### src/rtl/izh_stim_strength_tracker_if.sv
// Event request / result handshake bundle for izh_stim_strength_tracker.
// The master side issues events and consumes results; the slave side is the tracker.
interface izh_stim_strength_tracker_if #(
    parameter int N_NEUR = 4,
    parameter int STR_W  = 4
);
    localparam int NW = (N_NEUR > 1) ? $clog2(N_NEUR) : 1;

    logic             EVT_VALID;
    logic             EVT_READY;
    logic [NW-1:0]    EVT_NEUR;
    logic [1:0]       EVT_TYPE;
    logic             OUT_VALID;
    logic             OUT_READY;
    logic [NW-1:0]    OUT_NEUR;
    logic [STR_W-1:0] OUT_STR;
    logic             STIM_GT_THR_EXC;
    logic             STIM_GT_THR_INH;
    logic             LONE_SPIKE_EXC;
    logic             LONE_SPIKE_INH;
    logic             STIM_ZERO;

    modport master (
        output EVT_VALID, EVT_NEUR, EVT_TYPE, OUT_READY,
        input  EVT_READY, OUT_VALID, OUT_NEUR, OUT_STR,
               STIM_GT_THR_EXC, STIM_GT_THR_INH,
               LONE_SPIKE_EXC, LONE_SPIKE_INH, STIM_ZERO
    );

    modport slave (
        input  EVT_VALID, EVT_NEUR, EVT_TYPE, OUT_READY,
        output EVT_READY, OUT_VALID, OUT_NEUR, OUT_STR,
               STIM_GT_THR_EXC, STIM_GT_THR_INH,
               LONE_SPIKE_EXC, LONE_SPIKE_INH, STIM_ZERO
    );
endinterface

### src/rtl/izh_stim_strength_tracker.sv
// Per-neuron stimulation-strength tracker with single-cycle read-modify-write and a registered result port.
// Define IZH_STIM_DECAY_EN to halve (toward zero) the pending strength on a time reference instead of clearing it.
module izh_stim_strength_tracker #(
    parameter int N_NEUR = 4,
    parameter int STR_W  = 4,
    parameter int HIST_D = 2
) (
    input  logic                      CLK,
    input  logic                      RSTN,
    input  logic [STR_W-2:0]          PARAM_STIM_THR,
    izh_stim_strength_tracker_if.slave bus
);
    typedef enum logic [1:0] {
        EVT_EXC  = 2'b00,
        EVT_INH  = 2'b01,
        EVT_TREF = 2'b10,
        EVT_CLR  = 2'b11
    } evt_e;

    localparam logic signed [STR_W-1:0] ONE   = {{(STR_W-1){1'b0}}, 1'b1};
    localparam logic signed [STR_W-1:0] S_MAX = {1'b0, {(STR_W-1){1'b1}}};
    localparam logic signed [STR_W-1:0] S_MIN = {1'b1, {(STR_W-2){1'b0}}, 1'b1};

    // The committed strength is only ever observed on OUT_STR at the time reference
    // that produces it, so it is not kept as separate per-neuron state.
    logic signed [STR_W-1:0] tmp_q    [N_NEUR];
    logic [HIST_D-1:0]       hist_q   [N_NEUR];
    logic [1:0]              inhexc_q [N_NEUR];

    logic                    out_valid_q;
    logic [$bits(bus.OUT_NEUR)-1:0] out_neur_q;
    logic [STR_W-1:0]        out_str_q;
    logic [4:0]              out_flags_q;

    evt_e                    evt_type;
    logic                    accept;
    logic                    idx_ok;
    logic                    write_en;
    logic signed [STR_W-1:0] cur_tmp, nxt_tmp;
    logic [HIST_D-1:0]       cur_hist, nxt_hist;
    logic [1:0]              cur_inhexc, nxt_inhexc;
    logic [STR_W-1:0]        res_str;
    logic                    res_gt_exc, res_gt_inh, res_lone_exc, res_lone_inh, res_zero;

    function automatic logic gt_exc(input logic signed [STR_W-1:0] v, input logic [STR_W-2:0] thr);
        logic [STR_W:0] thr_x;
        thr_x = {2'b00, thr};
        return !v[STR_W-1] && ({v[STR_W-1], v} >= thr_x);
    endfunction

    function automatic logic gt_inh(input logic signed [STR_W-1:0] v, input logic [STR_W-2:0] thr);
        logic [STR_W:0] thr_x;
        logic [STR_W:0] mag;
        thr_x = {2'b00, thr};
        mag   = -{v[STR_W-1], v};
        return v[STR_W-1] && (mag >= thr_x);
    endfunction

    assign evt_type      = evt_e'(bus.EVT_TYPE);
    assign bus.EVT_READY = ~out_valid_q | bus.OUT_READY;
    assign accept        = bus.EVT_VALID & bus.EVT_READY;
    assign idx_ok        = int'(bus.EVT_NEUR) < N_NEUR;

    always_comb begin
        cur_tmp      = idx_ok ? tmp_q[bus.EVT_NEUR]    : '0;
        cur_hist     = idx_ok ? hist_q[bus.EVT_NEUR]   : '0;
        cur_inhexc   = idx_ok ? inhexc_q[bus.EVT_NEUR] : '0;
        nxt_tmp      = cur_tmp;
        nxt_hist     = cur_hist;
        nxt_inhexc   = cur_inhexc;
        write_en     = 1'b0;
        res_str      = '0;
        res_gt_exc   = 1'b0;
        res_gt_inh   = 1'b0;
        res_lone_exc = 1'b0;
        res_lone_inh = 1'b0;
        res_zero     = 1'b0;
        if (accept && idx_ok) begin
            write_en = 1'b1;
            case (evt_type)
                EVT_EXC: begin
                    if (cur_tmp != S_MAX) nxt_tmp = cur_tmp + ONE;
                    res_str = nxt_tmp;
                end
                EVT_INH: begin
                    if (cur_tmp != S_MIN) nxt_tmp = cur_tmp - ONE;
                    res_str = nxt_tmp;
                end
                EVT_TREF: begin
                    res_str      = cur_tmp;
                    res_zero     = (cur_tmp == '0);
                    res_lone_exc = res_zero && (cur_hist[HIST_D-1:1] == '0) && cur_inhexc[0];
                    res_lone_inh = res_zero && (cur_hist[HIST_D-1:1] == '0) && cur_inhexc[1];
                    res_gt_exc   = gt_exc(cur_tmp, PARAM_STIM_THR);
                    res_gt_inh   = gt_inh(cur_tmp, PARAM_STIM_THR);
                    nxt_hist     = {cur_hist[HIST_D-2:0], cur_tmp != '0};
                    nxt_inhexc   = {res_gt_inh, res_gt_exc};
`ifdef IZH_STIM_DECAY_EN
                    // Bias negatives by one so the arithmetic shift rounds toward zero.
                    nxt_tmp = cur_tmp[STR_W-1] ? ((cur_tmp + ONE) >>> 1) : (cur_tmp >>> 1);
`else
                    nxt_tmp = '0;
`endif
                end
                default: begin
                    nxt_tmp    = '0;
                    nxt_hist   = '0;
                    nxt_inhexc = '0;
                end
            endcase
        end
    end

    always_ff @(posedge CLK or negedge RSTN) begin
        if (!RSTN) begin
            for (int unsigned i = 0; i < N_NEUR; i++) begin
                tmp_q[i]    <= '0;
                hist_q[i]   <= '0;
                inhexc_q[i] <= '0;
            end
        end else if (write_en) begin
            tmp_q[bus.EVT_NEUR]    <= nxt_tmp;
            hist_q[bus.EVT_NEUR]   <= nxt_hist;
            inhexc_q[bus.EVT_NEUR] <= nxt_inhexc;
        end
    end

    always_ff @(posedge CLK or negedge RSTN) begin
        if (!RSTN) begin
            out_valid_q <= 1'b0;
            out_neur_q  <= '0;
            out_str_q   <= '0;
            out_flags_q <= '0;
        end else if (accept) begin
            out_valid_q <= 1'b1;
            out_neur_q  <= bus.EVT_NEUR;
            out_str_q   <= res_str;
            out_flags_q <= {res_gt_exc, res_gt_inh, res_lone_exc, res_lone_inh, res_zero};
        end else if (bus.OUT_READY) begin
            out_valid_q <= 1'b0;
        end
    end

    assign bus.OUT_VALID       = out_valid_q;
    assign bus.OUT_NEUR        = out_neur_q;
    assign bus.OUT_STR         = out_str_q;
    assign bus.STIM_GT_THR_EXC = out_flags_q[4];
    assign bus.STIM_GT_THR_INH = out_flags_q[3];
    assign bus.LONE_SPIKE_EXC  = out_flags_q[2];
    assign bus.LONE_SPIKE_INH  = out_flags_q[1];
    assign bus.STIM_ZERO       = out_flags_q[0];
endmodule
### src/flat_wrapper.sv
// flat-port wrapper written by rule: the top's interface ports become plain ports
module izh_stim_strength_tracker_flat 
#(
    parameter int N_NEUR = 4,
    parameter int STR_W  = 4,
    parameter int HIST_D = 2
)
  (CLK, RSTN, PARAM_STIM_THR, bus_EVT_VALID, bus_EVT_NEUR, bus_EVT_TYPE, bus_OUT_READY, bus_EVT_READY, bus_OUT_VALID, bus_OUT_NEUR, bus_OUT_STR, bus_STIM_GT_THR_EXC, bus_STIM_GT_THR_INH, bus_LONE_SPIKE_EXC, bus_LONE_SPIKE_INH, bus_STIM_ZERO);
  izh_stim_strength_tracker_if #(.N_NEUR(N_NEUR), .STR_W(STR_W)) bus_i ();
  input  logic CLK;
  input  logic RSTN;
  input  logic [STR_W-2:0] PARAM_STIM_THR;
  input wire logic [$bits(bus_i.EVT_VALID)-1:0] bus_EVT_VALID;
  input wire logic [$bits(bus_i.EVT_NEUR)-1:0] bus_EVT_NEUR;
  input wire logic [$bits(bus_i.EVT_TYPE)-1:0] bus_EVT_TYPE;
  input wire logic [$bits(bus_i.OUT_READY)-1:0] bus_OUT_READY;
  output wire logic [$bits(bus_i.EVT_READY)-1:0] bus_EVT_READY;
  output wire logic [$bits(bus_i.OUT_VALID)-1:0] bus_OUT_VALID;
  output wire logic [$bits(bus_i.OUT_NEUR)-1:0] bus_OUT_NEUR;
  output wire logic [$bits(bus_i.OUT_STR)-1:0] bus_OUT_STR;
  output wire logic [$bits(bus_i.STIM_GT_THR_EXC)-1:0] bus_STIM_GT_THR_EXC;
  output wire logic [$bits(bus_i.STIM_GT_THR_INH)-1:0] bus_STIM_GT_THR_INH;
  output wire logic [$bits(bus_i.LONE_SPIKE_EXC)-1:0] bus_LONE_SPIKE_EXC;
  output wire logic [$bits(bus_i.LONE_SPIKE_INH)-1:0] bus_LONE_SPIKE_INH;
  output wire logic [$bits(bus_i.STIM_ZERO)-1:0] bus_STIM_ZERO;
  assign bus_i.EVT_VALID = bus_EVT_VALID;
  assign bus_i.EVT_NEUR = bus_EVT_NEUR;
  assign bus_i.EVT_TYPE = bus_EVT_TYPE;
  assign bus_i.OUT_READY = bus_OUT_READY;
  assign bus_EVT_READY = bus_i.EVT_READY;
  assign bus_OUT_VALID = bus_i.OUT_VALID;
  assign bus_OUT_NEUR = bus_i.OUT_NEUR;
  assign bus_OUT_STR = bus_i.OUT_STR;
  assign bus_STIM_GT_THR_EXC = bus_i.STIM_GT_THR_EXC;
  assign bus_STIM_GT_THR_INH = bus_i.STIM_GT_THR_INH;
  assign bus_LONE_SPIKE_EXC = bus_i.LONE_SPIKE_EXC;
  assign bus_LONE_SPIKE_INH = bus_i.LONE_SPIKE_INH;
  assign bus_STIM_ZERO = bus_i.STIM_ZERO;
  izh_stim_strength_tracker #(.N_NEUR(N_NEUR), .STR_W(STR_W), .HIST_D(HIST_D)) u_core (.CLK(CLK), .RSTN(RSTN), .PARAM_STIM_THR(PARAM_STIM_THR), .bus(bus_i));
endmodule
### config.mk
export PLATFORM = sky130hd
export DESIGN_NAME = izh_stim_strength_tracker_flat
export DESIGN_NICKNAME = d
export VERILOG_FILES = /design/src/rtl/izh_stim_strength_tracker_if.sv /design/src/rtl/izh_stim_strength_tracker.sv /design/src/flat_wrapper.sv
export SDC_FILE = /design/constraint.sdc
export NUM_CORES = 1
export LEC_CHECK = 0
export CAP_MARGIN = 10
export CELL_PAD_IN_SITES_DETAIL_PLACEMENT = 0
export CELL_PAD_IN_SITES_GLOBAL_PLACEMENT = 1
export CORE_AREA = 4 4 71 73
export CTS_BUF_LIST = sky130_fd_sc_hd__clkbuf_4 sky130_fd_sc_hd__clkbuf_8 sky130_fd_sc_hd__clkbuf_16
export DETAILED_ROUTE_END_ITERATION = 12
export DIE_AREA = 0 0 75 77
export DONT_BUFFER_PORTS = 1
export GPL_TIMING_DRIVEN = 0
export PLACE_DENSITY_LB_ADDON = 0.1
export REMOVE_ABC_BUFFERS = 1
export SETUP_SLACK_MARGIN = 0.5
export SKIP_CTS_REPAIR_TIMING = 1
export SYNTH_ARGS = -nofsm -noshare
export SYNTH_HDL_FRONTEND = slang
export SYNTH_SLANG_ARGS = --single-unit
### constraint.sdc
create_clock -name CLK -period 7 [get_ports CLK]
set_input_delay 1.4 -clock CLK [delete_from_list [all_inputs] [get_ports CLK]]
set_output_delay 1.4 -clock CLK [all_outputs]
set_load 0.03 [all_outputs]
Word-level counts from Yosys, hierarchy flattened
Cells that the tools add are included.
{ "op_classes": {"n_bitwise": 5, "mux": 33, "reduce_logical": 12, "n_lt_le_gt_ge": 4, "eq_ne": 4, "add_sub_neg": 3} }
{ "op_table": {"columns": ["cell", "count"], "rows": [
  ["$mux 4", 6],
  ["$bwmux 16", 1],
  ["$bwmux 8", 2],
  ["$mux 2", 7],
  ["$pmux 4 s3", 1],
  ["$ge 5x3->1", 2],
  ["$bmux 2 s2", 2],
  ["$bmux 4 s2", 1],
  ["$demux 4 s2", 1],
  ["$mux 1", 8],
  ["$ne 4x4->1 const B", 2],
  ["$pmux 2 s2", 2],
  ["$pmux 4 s2", 1],
  ["$logic_and 1x1->1", 6],
  ["$neg 5->5", 1],
  ["$add 4x2->4 const B", 1],
  ["$demux 2 s2", 1],
  ["$logic_not 4->1", 1],
  ["$reduce_bool 4->1", 1],
  ["$sub 4x2->4 const B", 1],
  ["$ge 3x3->1 const B", 1],
  ["$lt 3x1->1 const B", 1],
  ["$not 2->3", 1],
  ["$eq 2x1->1 const B", 1],
  ["other kinds (8)", 9]
]} }
{ "totals": {"output_inout_bits": 13, "in_bits": 11, "elab_cells": 77, "register_bits": 44} }

Depth between registers and ports, before layout
Gate-level depths: netlist (run 1).
{ "depth": {"word_depth": 10, "depth_mapped": 9, "ltp_nobuf": 9} }

Worst setup path after synthesis (run 1)
OpenSTA, ideal clock, no wires.
{ "synth_path": {"kind": "input port to flip-flop", "start": "input port bus_EVT_NEUR[0]", "end": "register u_core.inhexc_q[1] in the netlist's numbering", "setup_ns": 0.136, "path_buffers": 0, "path_stages": 9, "path_slack_ns": 3.358, "required_time_ns": 6.864, "arrival_ns": 3.506, "path_cell_list": "mux4_1 > inv_1 > ha_1 > ha_1 > a21oi_1 > nor2b_1 > o311ai_0 > a21boi_2 > o21ai_0"} }
{ "synth_between": {"elab_chain_cells": 10, "word_cells_on_any_way": 18, "classes_between": "1 x add/sub; 3 x order compare; 11 x mux; 1 x bitwise; 2 x reduce/logical"} }
{ "synth_lines": {"columns": ["element", "line", "source"], "rows": [
  ["start, declared", "flat_wrapper.sv:14", "input wire logic [$bits(bus_i.EVT_NEUR)-1:0] bus_EVT_NEUR;"],
  ["$not 2->3 (not written as such) (*)", "izh_stim_strength_tracker.sv:65, izh_stim_strength_tracker.sv:67, izh_stim_strength_tracker.sv:124", null],
  ["$bmux 4 s2", "izh_stim_strength_tracker.sv:65", "cur_tmp = idx_ok ? tmp_q[bus.EVT_NEUR] : '0;"],
  ["$mux 4 (not written as such) (2 in series)", "izh_stim_strength_tracker.sv:65", null],
  ["$neg 5->5", "izh_stim_strength_tracker.sv:55", "mag = -{v[STR_W-1], v};"],
  ["$ge 5x3->1", "izh_stim_strength_tracker.sv:56", "return v[STR_W-1] && (mag >= thr_x);"],
  ["$logic_and 1x1->1", "izh_stim_strength_tracker.sv:56", null],
  ["$pmux 2 s2", "izh_stim_strength_tracker.sv:80", "case (evt_type)"],
  ["$mux 2", "izh_stim_strength_tracker.sv:78", "if (accept && idx_ok) begin"],
  ["$bwmux 8 (*)", "izh_stim_strength_tracker.sv:124", "inhexc_q[bus.EVT_NEUR] <= nxt_inhexc;"],
  ["end signal, assigned by index", "izh_stim_strength_tracker.sv:124", null],
  ["end, declared", "izh_stim_strength_tracker.sv:28", "logic [1:0] inhexc_q [N_NEUR];"]
]} }
Mark *: on every way between the ends. The rest lies on a longest branch, timed or not. The select of a mux whose other input is x is not followed.
A chain may end at the register's enable or synchronous reset.

Worst setup path after layout (run 1)
{ "layout_path": {"start": "input port bus_EVT_NEUR[0]", "end": "register u_core.inhexc_q[3] in the netlist's numbering"} }
The elaborated chain is that of the path after synthesis.

==> metrics.txt, run 1 <==
nature of the critical path endpoint flop; Nets about 230; RSZ-0062 raised after global routing false; overall power 842 µW; CTS H-tree depth 2; HP Class reg2reg; Slew @ Worst Pin 0.921 ns; largest net degree at the start of global routing 45; Fmax roughly 0.27 GHz; core area 4350 µm²; Crit Path Max Fanout 13; CP Cell Sequence mux4_1 -> inv_1 -> ha_1 -> ha_1 -> a21oi_1 -> nor2b_1 -> o311ai_0 -> a21boi_2 -> o21ai_0; Total GRT Usage about 18%; Max clock buf depth 2; initial antenna violation count 0; distinct cell type count of the synthesized netlist 38; P per Cell Area approximately 350 nW/µm²; Inserted Clock Buffers 5; crit-path max cell delay 0.71 ns; port bufs 0; wire per inst around 18 µm; WS Path Type in2reg; FP Rows 24; Post-Syn Instances 210; 1st-pass router iterations 4; die area 5780 µm²; Req. time, crit path 7.15 ns; Critical Path Slowest Stage Cell mux4_1; Startpoint Class primary input; share of cells above drive strength 1 between 10% and 20%; Detailed Place HPWL between 3000 and 4000 µm; syn_area_per_cell about 11 µm²; CTS Root Cell clkbuf_8; clock latency on the worst-skew pair between 0.2 and 0.3 ns; ant diodes 0; initial DRC count 107; Overflow after GRT 0; Worst VDD drop between 0.15 and 0.2 mV; Period minus WS final around 3.8 ns; Post-Syn Area 2260 µm²; Fin Clk Skew 0.0116 ns; Yosys Warn Count 0; first-pass GRT wire length slightly below 8000 µm; # fillers around 400; number of global-route vias before repair 1585; final slew viol count 0; gpl congestion about 0.84; max cap viols 0; via count 1556; Fin. Hold Viols 0; sequential-to-total area share from yosys stat roughly 49%; Setup violations, final 0; Initial Util between 50% and 60%; vias per cell between 5 and 6; Setup TNS Final 0 ns; Layout Cells excl Fill 260; final period utilization 53.6%; Post-synth EDFFs 0; CTS tree done; Synth Flop Type dfrtp_1; Synth async-reset ratio between 90% and 100%; Slew HR a little under two fifths; Crit path arrival time just under 4 ns; Remaining DRCs 0; delay-heaviest family, CP compound AO/OA/AOI/OAI gates; Clock Sinks between 40 and 50; status finished, final reports clean; antenna viol nets, final 0; most frequent CP cell ha_1; synthesis-to-finish area growth 5.48%; Leakage between 1 and 1.5 nW; Clock transition at path regs around 0.08 ns; Die Height roughly 77 µm; drt total wl ~4700 µm; top-level I/O count 24; #FFs+latches synth 44; placed cells about 250; WP buf/inv 1; Die X approximately 75 µm
-- worst paths after layout --
| check | start | depth (start not counted) | endpoint | slack [ns] |
|---|---|---|---|---|
| worst max-delay path | bus_EVT_NEUR[0] | 9 | u_core.inhexc_q[3] | 3.24 |
| worst min-delay path | u_core.inhexc_q[4] | 2 | u_core.inhexc_q[4] | 0.48 |
| worst max register to register | u_core.tmp_q[8] | 9 | u_core.inhexc_q[3] | 4.02 |
| worst min register to register | u_core.inhexc_q[4] | 2 | u_core.inhexc_q[4] | 0.48 |
| max in group asynchronous | RSTN | 0 | u_core.tmp_q[14] | 6.12 |
| min in group asynchronous | RSTN | 0 | u_core.inhexc_q[3] | 0.80 |
-- sequential cells by signal (all words and copies together) (netlist names) --
name	flops
u_core.tmp_q	16
u_core.hist_q	8
u_core.inhexc_q	8
u_core.out_flags_q	5
u_core.bus.OUT_STR	4
u_core.bus.OUT_NEUR	2
u_core.bus.OUT_VALID	1
-- power breakdown --
group          total [mW]  switching (mW)  internal, mW
Clock               0.190          0.0803         0.110
Sequential          0.391          0.0636         0.328
Combinational       0.260           0.146         0.115
Total               0.842           0.290         0.552
-- cells by family (layout without fill, tap and decap cells) --
group / after synthesis / in the layout / synth area share (%)
mux: 16 / 16 / 13.0
buf+inv: 18 / 16 / 3.88
fa+ha+maj: 8 / 8 / 4.43
xor+xnor: 2 / 2 / 0.776
simple gates: 70 / 70 / 14.1
flops: 44 / 44 / 48.8
compound gates: 52 / 52 / 15.1
-- Yosys cell counts, types with 3 or more instances --
library cell,n,area [µm²]
dfrtp_1,44,1100
nand2_1,34,128
o21ai_0,20,100
a21oi_1,13,65.1
nor2_1,13,48.8
ha_1,8,100
inv_1,8,30.0
mux2_2,8,90.1
clkbuf_1,6,22.5
mux4_1,6,158
nor3_1,5,25.0
nand2b_1,4,25.0
nand3_1,4,20.0
a21o_1,3,22.5
a22oi_1,3,22.5
-- tightest hold or removal path, stage by stage, from the launching register on --
cell and delay (ns):
dfrtp_1 0.34, nand2_1 0.04, o21ai_0 0.06
-- per-stage QoR --
stage	worst slack, ns	cell area [µm²]	util, %	hold slack (ns)
after floorplan	3.33	2200	-	0.440
after global placement	2.84	2270	52.0	0.454
after detailed placement	3.00	2270	52.2	0.464
after CTS	3.28	2380	54.7	0.482
after global routing	3.00	2380	54.7	0.498
final	3.24	2380	54.7	0.477
-- cell usage in the layout (no fill, tap or decap), drive strengths merged --
| master | count |
|---|---|
| dfrtp | 44 |
| nand2 | 34 |
| o21ai | 21 |
| nor2 | 14 |
| a21oi | 13 |
| inv | 8 |
| mux2 | 8 |
| ha | 8 |
| mux4 | 8 |
| clkbuf | 6 |
| nor3 | 6 |
| nand2b | 4 |
| nand3 | 4 |
| a21o | 4 |
| a22oi | 3 |
| xnor2 | 2 |
| nand3b | 2 |
| o31ai | 2 |
| nor4 | 2 |
| nor2b | 2 |
| a22o | 2 |
| and2 | 1 |
| nand4b | 1 |
| o41ai | 1 |
| a211oi | 1 |
| o22ai | 1 |
| a311oi | 1 |
| o311ai | 1 |
| o22a | 1 |
| a21boi | 1 |
| bufinv | 1 |
| clkinv | 1 |
-- layout make-up --
| type | count | area, µm² | area share (%) |
|---|---|---|---|
| Inverter | 8 | 30.0 | 1.26 |
| Tap cell | 52 | 65.1 | 2.73 |
| Multi-Input combinational cell | 148 | 1070 | 45.1 |
| Clock buffer | 6 | 76.3 | 3.20 |
| Sequential cell | 44 | 1100 | 46.2 |
| Clock inverter | 2 | 35.0 | 1.47 |
-- metal layers --
metal / track usage (%) / up-vias / part of all wire, %
met4: 3.74 / 0 / 0.60
met2: 26.5 / 32 / 46
met5: 0 / - / 0
met1: 25.1 / 778 / 48
met3: 5.75 / 4 / 5.4
li1: - / 742 / -
Note: power is estimated with default switching activity, not from simulation.
==> run 2: changes to the inputs <==
CORE_AREA = 4 4 73 75   (was 4 4 71 73)
DIE_AREA = 0 0 77 79   (was 0 0 75 77)
clock period = 3.9 ns   (was 7 ns; I/O delays follow)
==> metrics.txt, run 2 (synthesis results as in run 1) <==
initial DRC count 54 (-50%); Startpoint Class primary input; max cap viols 0 (unchanged); Detailed Place HPWL 3400 µm (+2.5%); final period utilization roughly four fifths; vias per cell 5.88 (-1.7%); placed cells 254 (+0.79%); largest net degree at the start of global routing 45 (unchanged); logic gate share of total power 32.6% (+1.7 points); overall power 1.44 mW (+71%); switching share of total power 36.5% (+2.1 points); Clock Sinks 44 (unchanged); Initial Util 48.5% (-3.4 points); Fmax between 0.3 and 0.4 GHz; first-pass GRT wire length 8110 µm (+4.3%); P per Cell Area 612 nW/µm² (+73%); nature of the critical path endpoint flop; Max clock buf depth 2 (unchanged); CTS H-tree depth 2 (unchanged); Overflow after GRT 0 (unchanged); antenna viol nets, final 0 (unchanged); register area 1100 µm² (unchanged); Die Height 79 µm (+2.6%); RSZ-0062 raised after global routing false; Clock transition at path regs 0.08 ns (about the same); via count 1535 (-1.3%); top flop regs u_core.tmp_q (16), u_core.hist_q (8), u_core.inhexc_q (8); die area 6080 µm² (+5.3%); FP Rows 25 (+4.2%); Req. time, crit path 4.03 ns (-3.12 ns); Slew HR 37.2% (-1.1 points); CTS tree done; Fin Clk Skew 0.00686 ns (-0.00472 ns); Leakage 1.07 nW (-1.6%); WS Path Type in2reg; Crit Path Max Fanout 13 (unchanged); ant diodes 0 (unchanged); Inserted Clock Buffers 5 (unchanged); Fin. Hold Viols 0 (unchanged); Worst R2R Start u_core.tmp_q[9]; Period minus WS final 3.06 ns; wire per inst 17.9 µm (-0.32%); share of cells above drive strength 1 12.6% (-0.42 points); Flop pwr share 48.7% (+2.2 points); HP Class in2async; P_sw 526 µW (+82%); Most flops, register u_core.tmp_q; clock latency on the worst-skew pair 0.29 ns (about the same); synthesis-to-finish area growth 4.27%; initial antenna violation count 0 (unchanged); RR Endpoint u_core.inhexc_q[7]; Slew @ Worst Pin 0.937 ns (+0.0157 ns); Remaining DRCs 0 (unchanged); gpl congestion 0.791 (-5.8%); Pint 914 µW (+66%); most frequent cells in the layout dfrtp_1 (44), nand2_1 (34), o21ai_0 (20); max FFs per register 16 (unchanged); 1st-pass router iterations 4 (unchanged); core area 4660 µm² (+7.0%); worst reg2reg path depth 9 (unchanged); Total GRT Usage 16.9% (-0.82 points); Nets 226 (unchanged); number of global-route vias before repair 1618 (+2.1%); Die X 77 µm (+2.7%); Crit path arrival time 3.19 ns (-0.72 ns); worst hold slack 0.173 ns (-0.303 ns); most common cell after layout, fill and taps aside dfrtp_1; R2R Setup Slk 0.99 ns (-3.03 ns); CTS Root Cell clkbuf_8; # fillers 438 (+9.8%); status finished, final reports clean; Setup violations, final 0 (unchanged); Setup TNS Final 0 ns (unchanged); port bufs 0 (unchanged); Worst VDD drop 0.292 mV (+54%); top-level I/O count 24 (unchanged); Layout Cells excl Fill 261 (+0.38%); final slew viol count 0 (unchanged); area of the multi-input gates 1070 µm² (unchanged); drt total wl 4670 µm (about the same); Clock power frac 18.7% (-3.9 points)
[run 2: power by group through the flow]
stage / sequential, mW / combinational (mW) / clock, mW
3_5_place_dp: 0.713 / 0.466 / 0
4_1_cts: 0.703 / 0.469 / 0.277
5_1_grt: 0.720 / 0.533 / 0.304
3_3_place_gp: 0.702 / 0.450 / 0
2_1_floorplan: 0.689 / 0.375 / 0
6_report: 0.702 / 0.469 / 0.270
[run 2: worst max-delay path by stage]
stage | startpoint | to | slack, ns | cells past startpoint
2_1_floorplan | bus_EVT_NEUR[0] | u_core.inhexc_q[7] | 0.85 | 9
3_3_place_gp | bus_EVT_NEUR[0] | u_core.inhexc_q[7] | 0.38 | 9
3_5_place_dp | bus_EVT_NEUR[0] | u_core.inhexc_q[7] | 0.39 | 9
4_1_cts | bus_EVT_NEUR[0] | u_core.inhexc_q[7] | 0.67 | 9
5_1_grt | bus_EVT_NEUR[0] | u_core.inhexc_q[1] | 0.61 | 9
6_report | bus_EVT_NEUR[0] | u_core.inhexc_q[7] | 0.84 | 9
[run 2: cell type report]
type / count / area share (%)
well taps: 54 / 2.87
inverters: 8 / 1.28
clock buffers: 5 / 2.92
multi-input cells: 148 / 45.6
clock inverters: 2 / 0.531
flip-flops and latches: 44 / 46.8
[run 2: routing by layer]
| layer | GRT usage (%) | wire length, µm | up-vias |
|---|---|---|---|
| met2 | 27.6 | 2180 | 31 |
| li1 | - | - | 743 |
| met4 | 3.74 | 44 | 0 |
| met5 | 0 | 0 | - |
| met3 | 4.08 | 198 | 7 |
| met1 | 23.0 | 2250 | 754 |
[run 2: worst max-delay path, stage by stage]
cell	delay [ns]
mux4_1	0.70
inv_1	0.15
ha_1	0.28
ha_1	0.29
a21oi_1	0.15
nor2b_1	0.07
o311ai_1	0.38
a21boi_2	0.29
a21oi_1	0.09
[run 2: per-stage QoR]
stage	worst slack (ns)	util [%]	area, µm²
6_report	0.841	50.5	2350
5_1_grt	0.609	50.5	2350
4_1_cts	0.667	50.5	2350
3_5_place_dp	0.390	48.8	2270
3_3_place_gp	0.383	48.7	2270
2_1_floorplan	0.846	-	2200
